**src/rtl/light_sensor_pkg.sv**
```systemverilog
// Shared definitions for the light sensor bank.
// Holds the latency-timer state encoding and the default values of the
// bank parameters so that the top and any wrapper agree on them.
package light_sensor_pkg;

  typedef enum logic [1:0] {
    T_IDLE  = 2'd0,
    T_COUNT = 2'd1,
    T_DONE  = 2'd2
  } timer_state_t;

  localparam int DEF_CHANNELS        = 2;
  localparam int DEF_SYNC_STAGES     = 2;
  localparam int DEF_DEBOUNCE_CYCLES = 16;
  localparam int DEF_COUNT_W         = 24;

endpackage

```
**src/rtl/light_sensor_channel.sv**
```systemverilog
// One sensor channel: synchroniser chain, debounce filter and edge pulses.
// Ports:
//   clk     - system clock
//   resetn  - asynchronous active-low reset
//   sensor  - raw asynchronous sensor level
//   on      - debounced level
//   rise    - one-cycle pulse in the cycle on first shows 1
//   fall    - one-cycle pulse in the cycle on first shows 0
module light_sensor_channel #(
  parameter int SYNC_STAGES     = 2,
  parameter int DEBOUNCE_CYCLES = 16
) (
  input  logic clk,
  input  logic resetn,
  input  logic sensor,
  output logic on,
  output logic rise,
  output logic fall
);

  // Stage p0: plain flop chain, bit 0 is the first stage.
  (* ASYNC_REG = "TRUE" *) logic [SYNC_STAGES-1:0] sync_p0;
  logic synced;

  always_ff @(posedge clk or negedge resetn) begin
    if (!resetn) begin
      sync_p0 <= '0;
    end else begin
      sync_p0 <= {sync_p0[SYNC_STAGES-2:0], sensor};
    end
  end

  assign synced = sync_p0[SYNC_STAGES-1];

  // Stage p1: debounce filter and edge pulses.
  generate
    if (DEBOUNCE_CYCLES == 0) begin : g_bypass
      assign on = synced;

      // on follows the last stage directly, so the edge is visible one stage
      // earlier: the next value of on is already sitting in the stage before.
      always_ff @(posedge clk or negedge resetn) begin
        if (!resetn) begin
          rise <= 1'b0;
          fall <= 1'b0;
        end else begin
          rise <= sync_p0[SYNC_STAGES-2] & ~synced;
          fall <= ~sync_p0[SYNC_STAGES-2] & synced;
        end
      end
    end else begin : g_debounce
      localparam int CNT_W = $clog2(DEBOUNCE_CYCLES + 1);
      localparam logic [CNT_W-1:0] LAST = CNT_W'(DEBOUNCE_CYCLES - 1);

      logic [CNT_W-1:0] db_cnt_p1;
      logic             on_p1;

      // The counter holds the number of differing cycles already seen; on
      // flips at the end of the DEBOUNCE_CYCLES-th consecutive one.
      always_ff @(posedge clk or negedge resetn) begin
        if (!resetn) begin
          db_cnt_p1 <= '0;
          on_p1     <= 1'b0;
          rise      <= 1'b0;
          fall      <= 1'b0;
        end else begin
          rise <= 1'b0;
          fall <= 1'b0;
          if (synced != on_p1) begin
            if (db_cnt_p1 == LAST) begin
              on_p1     <= synced;
              db_cnt_p1 <= '0;
              rise      <= synced;
              fall      <= ~synced;
            end else begin
              db_cnt_p1 <= db_cnt_p1 + 1'b1;
            end
          end else begin
            db_cnt_p1 <= '0;
          end
        end
      end

      assign on = on_p1;
    end
  endgenerate

endmodule

```
**src/rtl/light_sensor_bank.sv**
```systemverilog
// Bank of debounced light sensors with a single rise-latency timer.
// Ports:
//   clk, resetn         - clock and asynchronous active-low reset
//   sensor[CHANNELS]    - raw asynchronous sensor levels
//   on/rise/fall        - debounced level and edge pulses per channel
//   start, chan_sel     - request one latency measurement on a channel
//   busy                - measurement running or result pending
//   result_valid/ready  - result handshake
//   result_count        - cycles from start to the selected channel's rise
//   result_timeout      - counter saturated or channel select out of range
module light_sensor_bank
  import light_sensor_pkg::*;
#(
  parameter int CHANNELS        = DEF_CHANNELS,
  parameter int SYNC_STAGES     = DEF_SYNC_STAGES,
  parameter int DEBOUNCE_CYCLES = DEF_DEBOUNCE_CYCLES,
  parameter int COUNT_W         = DEF_COUNT_W,
  localparam int SEL_W          = (CHANNELS > 1) ? $clog2(CHANNELS) : 1
) (
  input  logic               clk,
  input  logic               resetn,
  input  logic [CHANNELS-1:0] sensor,
  output logic [CHANNELS-1:0] on,
  output logic [CHANNELS-1:0] rise,
  output logic [CHANNELS-1:0] fall,
  input  logic               start,
  input  logic [SEL_W-1:0]   chan_sel,
  output logic               busy,
  output logic               result_valid,
  input  logic               result_ready,
  output logic [COUNT_W-1:0] result_count,
  output logic               result_timeout
);

  // Channel filters run regardless of the timer state.
  for (genvar i = 0; i < CHANNELS; i++) begin : g_ch
    light_sensor_channel #(
      .SYNC_STAGES     (SYNC_STAGES),
      .DEBOUNCE_CYCLES (DEBOUNCE_CYCLES)
    ) u_ch (
      .clk    (clk),
      .resetn (resetn),
      .sensor (sensor[i]),
      .on     (on[i]),
      .rise   (rise[i]),
      .fall   (fall[i])
    );
  end

  function automatic logic sat_hit(input logic [COUNT_W-1:0] v);
    return v == '1;
  endfunction

  timer_state_t       state;
  logic [SEL_W-1:0]   sel_q;
  logic [COUNT_W-1:0] count;
  logic [COUNT_W-1:0] count_inc;

  assign count_inc = count + 1'b1;

  // The first COUNT cycle holds count=0, so a rise seen there reports 1;
  // the start cycle itself is spent in IDLE and cannot see a rise.
  always_ff @(posedge clk or negedge resetn) begin
    if (!resetn) begin
      state          <= T_IDLE;
      sel_q          <= '0;
      count          <= '0;
      result_count   <= '0;
      result_timeout <= 1'b0;
      result_valid   <= 1'b0;
      busy           <= 1'b0;
    end else begin
      case (state)
        T_IDLE: begin
          if (start) begin
            busy <= 1'b1;
            if (32'(chan_sel) < CHANNELS) begin
              sel_q <= chan_sel;
              count <= '0;
              state <= T_COUNT;
            end else begin
              result_count   <= '0;
              result_timeout <= 1'b1;
              result_valid   <= 1'b1;
              state          <= T_DONE;
            end
          end
        end
        T_COUNT: begin
          if (rise[sel_q]) begin
            result_count   <= count_inc;
            result_timeout <= 1'b0;
            result_valid   <= 1'b1;
            state          <= T_DONE;
          end else if (sat_hit(count_inc)) begin
            result_count   <= '1;
            result_timeout <= 1'b1;
            result_valid   <= 1'b1;
            state          <= T_DONE;
          end else begin
            count <= count_inc;
          end
        end
        T_DONE: begin
          if (result_ready) begin
            result_valid <= 1'b0;
            busy         <= 1'b0;
            state        <= T_IDLE;
          end
        end
        default: begin
          state <= T_IDLE;
        end
      endcase
    end
  end

endmodule

```
**config.mk**
```make
export PLATFORM = sky130hd
export DESIGN_NAME = light_sensor_bank
export DESIGN_NICKNAME = d
export VERILOG_FILES = /design/src/rtl/light_sensor_pkg.sv /design/src/rtl/light_sensor_channel.sv /design/src/rtl/light_sensor_bank.sv
export SDC_FILE = /design/constraint.sdc
export NUM_CORES = 1
export LEC_CHECK = 0
export ABC_AREA = 1
export ABC_CLOCK_PERIOD_IN_PS = 1900
export CAP_MARGIN = 20
export CORE_UTILIZATION = 51
export CTS_CLUSTER_SIZE = 24
export DETAILED_ROUTE_END_ITERATION = 6
export PLACE_DENSITY = 0.76
export SYNTH_ARGS = -nofsm -noshare
export SYNTH_HDL_FRONTEND = slang
export SYNTH_HIERARCHICAL = 1
export SYNTH_SLANG_ARGS = --single-unit
```
**constraint.sdc**
```tcl
create_clock -name clk -period 1.9 [get_ports clk]
set_input_delay 0.285 -clock clk [delete_from_list [all_inputs] [get_ports clk]]
set_output_delay 0.285 -clock clk [all_outputs]
set_load 0.01 [all_outputs]
```
* Yosys cells after proc, flatten, opt, wreduce, memory -nomap -nowiden
Cells that the tools add are included.
** Word-level totals
- Register bits after elaboration :: 74
- Output and inout bits :: 33
** Operators by class
- Add/subtract/negate cells :: 3
- Magnitude comparators :: 1
- Equal/unequal tests :: 12
- Mux-type cells :: 32
- Bitwise gates (word level) :: 2
- Reduce and logical (&&, ||, !) cells :: 13
** Operators with widths (count)
- $mux 24 :: 5
- $pmux 24 s2 :: 1
- $add 24x1->24 const B :: 1
- $eq 24x24->1 const B :: 1
- $mux 5 :: 4
- $mux 1 :: 15
- $add 5x1->5 const B :: 2
- $eq 5x4->1 const B :: 2
- $reduce_and 3->1 :: 3
- $mux 2 :: 4
- $ne 2x2->1 const B :: 4
- $reduce_and 2->1 :: 4
- $reduce_bool 2->1 :: 4
- $pmux 2 s3 :: 1
- $pmux 1 s2 :: 2
- $reduce_and 4->1 :: 1
- $ne 3x3->1 const B :: 1
- $eq 2x1->1 const B :: 1
- $eq 2x2->1 const B :: 1
- $logic_not 2->1 :: 1
- $lt 1x2->1 const B :: 1
- $ne 1x1->1 :: 2
- $not 1->1 :: 2

* Logic depth before layout (Yosys ltp)
Gate-level depths: netlist (run 1).
- Depth in word-level cells :: 5
- Gate-level depth with buffers :: 17

* By module
The synthesis (run 1) kept the hierarchy.
** Modules (own cells, without submodules)
- light_sensor_bank :: times used 1, cells an instance 456, area each 3158.0 sq um
- light_sensor_channel :: times used 2, cells an instance 40, area each 390.4 sq um

* Worst setup path before layout (run 1)
OpenSTA, ideal clock, no wires.
- Path kind :: register to register
- Start :: register count[1]
- End :: register result_count[0]
- Arrival time :: 1.967 ns
- Path slack :: -0.188 ns
- Stages on the path, launching flop included :: 18
- Path through :: dfrtp_1 -> ha_1 -> nand2_2 -> nor2_4 -> nand2_2 -> nor2_1 -> nand2_1 -> nand2_1 -> nand2_1 -> nor2_1 -> nand2_1 -> nor2_2 -> nand2_2 -> nand2_4 -> nand2_4 -> buf_6 -> nand2_1 -> nand2_1
** On the way
- Longest elaborated chain between the ends :: 4
** RTL lines
- from (decl) :: line light_sensor_bank.sv:56 : logic [COUNT_W-1:0] count;
- from (signal assigned) :: line light_sensor_bank.sv:101 : count <= count_inc;
- $add 24x1->24 :: line light_sensor_bank.sv:59 : assign count_inc = count + 1'b1;
- $eq 24x24->1 :: line light_sensor_bank.sv:51 : return v == '1;
- $reduce_bool 2->1 (no source line)
- $reduce_and 2->1 (no source line)
- to (signal assigned) :: line light_sensor_bank.sv:91 : result_count <= count_inc;
- to (decl) :: line light_sensor_bank.sv:31 : output logic [COUNT_W-1:0] result_count,
Every way passes these cells.
A chain may end at the register's enable or synchronous reset.

* Worst setup path in the final report (run 1)
- Start :: register count[1]
- End :: register result_count[16]
** On the way
- Longest elaborated chain between the ends :: 4
** RTL lines (line)
- $add 24x1->24 * :: light_sensor_bank.sv:59
- $eq 24x24->1 :: light_sensor_bank.sv:51
- $reduce_bool 2->1 (no source line)
- $reduce_and 2->1 (no source line)
Mark *: on every way between the ends. The rest lies on a longest branch, timed or not.

==> results.txt, run 1 <==
----------------------------------------------------
[Synthesis]
  Avg Inst Size Synth ... about 7.3 um2
  Cell types with the largest area share after synthesis ... sky130_fd_sc_hd__dfrtp_1, sky130_fd_sc_hd__nand2_1, sky130_fd_sc_hd__nand3_1
  Fraction of the mapped netlist area in simple logic gates ... 37.7%
  XOR/XNOR share of the synthesized area ... 1.08%
  Sequential share of the synthesized area ... 47.0%
  Yosys top cell area share ... 47.0%
  Share of synthesized cell area in full adder, half adder and majority cells ... ~1.3%
  Synthesis warning total ... 6
  Unique cell type count in the Yosys netlist ... 27
  FF+latch count, synth ... 74
  Share of cell area taken by muxes after synthesis ... 0%
  Post-synthesis instance area ... 3940 um2
  Dominant combinational cell family by area after synthesis ... simple AND/OR/NAND/NOR gates
  Cell with the most instances after synthesis ... sky130_fd_sc_hd__nand2_1
  Post-synth ARST share ... 100%
  Most numerous cell types in the synthesized netlist ... sky130_fd_sc_hd__nand2_1, sky130_fd_sc_hd__dfrtp_1, sky130_fd_sc_hd__nand3_1
  Flip-flop cell with the highest count after synthesis ... sky130_fd_sc_hd__dfrtp_1
  Synthesized net count ... 547
  Post-synth EDFFs ... 0
  Cell count after synthesis ... 536
  Compound-Gate Fraction of Synth Area ... approximately 5.5%
  Cell taking the most area after synthesis ... sky130_fd_sc_hd__dfrtp_1

[Routing]
  Mean number of vias per cell ... 5.38
  Count of antenna-violating nets left after detailed routing ... 0
  Remaining routing DRC violations ... 0
  Detailed-route wire length per cell ... 15.1 um
  First-iteration detailed-routing DRC count ... 320
  Number of vias in the routed layout ... 4039
  Detailed Routing Iterations Pass 1 ... 5
  Total Wirelength ... about 11 mm

[Timing]
  Slew Viols, Final ... 0
  Final hold violation count ... 0
  Actual slew at the worst max-slew pin ... 0.459 ns
  Fin crit period ... 2.36 ns
  Portion of the clock cycle consumed by the worst path in the final layout ... 124%
  Setup Viol. Count Final ... between 50 and 60
  Max-slew headroom ... 69.4%
  Setup repair after global routing missed its margin ... true
  Hold_ws ... 0.359 ns
  Achievable clock frequency ... 423 MHz
  Final Worst Setup Slack ... -0.463 ns
  Largest clock skew in the final design ... 0.0127 ns
  Setup_tns ... -21.69 ns

[Global route]
  Largest net degree at the start of global routing ... 36
  Initial antenna violation count ... 0
  Via count of the first global-routing pass ... 3899
  All-layer global routing usage ... between 20% and 30%
  Total gr overflow ... 0
  Global-route wire length before repair ... 18.3 mm

[Layout]
  Finished layout cell area ... 5340 um2
  Final Net Count ... 658
  Number of antenna repair diodes ... 0
  Layout cell share with drive strength beyond 1 ... 19.8%
  Area Growth Syn to Fin ... 35.5%

[Clocking]
  Number of clock buffers inserted by TritonCTS ... 9
  Clock root cell ... sky130_fd_sc_hd__clkbuf_8
  Number of buffers on the longest clock path ... 2
  Clock tree from TritonCTS ... done
  Number of sinks driven by the clock tree ... 74
  Clock-pin slew on the worst setup and hold paths ... 0.08 ns
  Number of levels in the clock H-tree ... 3
  Clock Latency Late Sink ... 0.36 ns

[Place]
  Setup slack after placement ... -0.324 ns
  Detailed-placement wirelength estimate ... 7.71 mm
  Cell Area, Placed ... 4920 um2
  RD Place Congestion ... 0.941
  IO Port Bufs ... 39

[Pwr]
  VDD IR-drop max ... approximately 0.7 mV
  Power per cell area ... 731 nW/um2
  PnR Total Power ... 3900 uW
  Total leakage power ... 0.00277 uW

[Setup path]
  Sum of buffers and inverters on the critical path ... 0
  Delay-heaviest family, CP ... simple AND/OR/NAND/NOR gates
  Cells along the critical path ... ha_2, nand2_2, nor2_4, nand2_4, nor2_4, nand2_1, nand2_1, nand2_2, nor2_1, nand2_1, nor2_4, nand2_4, nand2_4, nand2_8, nand2_1, nand2_1
  Worst stage delay on the critical path ... 0.40 ns
  Required time of the critical path ... 2.14 ns
  Signal arrival time at the worst endpoint ... about 2.6 ns
  Worst path slowest cell ... sky130_fd_sc_hd__dfrtp_1
  Most common cell type on the critical path ... sky130_fd_sc_hd__nand2_1
  Highest net fanout along the worst path ... 27
  Crit end category ... flop
  Startpoint Class ... flop
  Crit path kind ... reg2reg

[Job]
  Maxcap violations ... 0

[Status]
  Violations in the final reports ... setup timing
  Outcome ... finished with violations

[Die]
  Top-Level Pins ... 40
  Floorplan row count ... 31
  Die extent in x ... ~90 um
  Initial Utilization ... a little over half
  Core area ... 7370 um2
  Height of the die ... 89.9 um
  Overall die area ... 8080 um2

[Min path]
  Path class of the lowest-slack min-delay path ... reg2reg

----------------------------------------------------
timing repair:
item	CTS	global route
pin swaps	1	0
endpoints found under the setup margin	52	52
hold buffers	1	0
resized for setup	6	24
hold endpoints to repair	32	0
cloned	0	1
setup buffers	1	4
sequential cells by signal, summed over array words and instances (netlist names):
signal	cells
busy	1
count	24
g_ch.u_ch/fall	2
g_ch.u_ch/g_debounce.db_cnt_p1	10
g_ch.u_ch/on	2
g_ch.u_ch/rise	2
g_ch.u_ch/sync_p0	4
result_count	24
result_timeout	1
result_valid	1
sel_q	1
state	2
per-layer routing:
layer | share of wire [%] | global-route usage, % | vias up
li1 | - | - | 1926
met4 | 2.6 | 9.41 | 0
met1 | 43 | 36.8 | 1911
met5 | 0 | 0 | -
met3 | 6.3 | 7.36 | 37
met2 | 48 | 46.9 | 165
cells by family after synthesis:
group	count (synthesis)
fa+ha+maj	4
simple gates	342
compound gates	42
buf+inv	70
flops	74
xor+xnor	4
stage by stage:
stage / instances / util (%)
floorplan: 536 / -
global placement: 728 / 66.8
detailed placement: 728 / 66.8
CTS: 746 / 70.6
global route: 751 / 72.4
finish: 751 / 72.4
power breakdown:
group	total (uW)	internal (uW)	switching, uW
registers	1720	1650	72.0
logic	726	307	418
clock network	1460	791	665
placed cells by master (no fill, tap or decap), types with 3 or more instances in the layout:
cell | synthesis | routed
sky130_fd_sc_hd__o21bai_1 | 3 | 3
sky130_fd_sc_hd__nor2_4 | 2 | 8
sky130_fd_sc_hd__clkbuf_8 | 0 | 10
sky130_fd_sc_hd__inv_1 | 50 | 50
sky130_fd_sc_hd__buf_4 | 3 | 71
sky130_fd_sc_hd__nand2_1 | 175 | 173
sky130_fd_sc_hd__nor2_1 | 63 | 59
sky130_fd_sc_hd__nor2_2 | 5 | 3
sky130_fd_sc_hd__clkdlybuf4s50_1 | 0 | 38
sky130_fd_sc_hd__buf_12 | 0 | 3
sky130_fd_sc_hd__nand2_4 | 2 | 5
sky130_fd_sc_hd__nand2_2 | 8 | 6
sky130_fd_sc_hd__inv_2 | 3 | 3
sky130_fd_sc_hd__nand3_1 | 74 | 71
sky130_fd_sc_hd__o21ai_0 | 25 | 23
sky130_fd_sc_hd__nand4_1 | 7 | 7
sky130_fd_sc_hd__buf_6 | 2 | 4
sky130_fd_sc_hd__ha_1 | 4 | 3
sky130_fd_sc_hd__a21oi_1 | 8 | 7
sky130_fd_sc_hd__dfrtp_1 | 74 | 74
sky130_fd_sc_hd__o21ai_1 | 6 | 7
layout make-up:
cell class	count	area, um2
timing repair buffer	117	1030
sequential	74	1850
clock inverter	6	96.3
clock buffer	10	138
tap	99	124
multi-input combinational	392	1900
inverter	53	199
fill	571	2030
final timing paths:
path	endpoint	startpoint	slack, ns	cells after the start
worst max-delay path	result_count[16]	count[1]	-0.46	16
worst min-delay path	g_ch[0].u_ch/sync_p0[1]	g_ch[0].u_ch/sync_p0[0]	0.36	0
worst max register to register	result_count[16]	count[1]	-0.46	16
worst min register to register	g_ch[0].u_ch/sync_p0[1]	g_ch[0].u_ch/sync_p0[0]	0.36	0
max in group asynchronous	result_count[16]	resetn	0.87	3
min in group asynchronous	result_count[3]	resetn	0.42	2
No activity file was read; power rests on OpenSTA's default activity.
==> run 2, diff against run 1 <==
--- a/config.mk
+++ b/config.mk
@@ -11,6 +11,7 @@
 export CORE_UTILIZATION = 51
 export CTS_CLUSTER_SIZE = 24
 export DETAILED_ROUTE_END_ITERATION = 6
+export HOLD_SLACK_MARGIN = 0.02
 export PLACE_DENSITY = 0.76
 export SYNTH_ARGS = -nofsm -noshare
 export SYNTH_HDL_FRONTEND = slang
==> results of run 2 <==
Same layout as run 1: the final DEF is identical, and so are final timing and power.
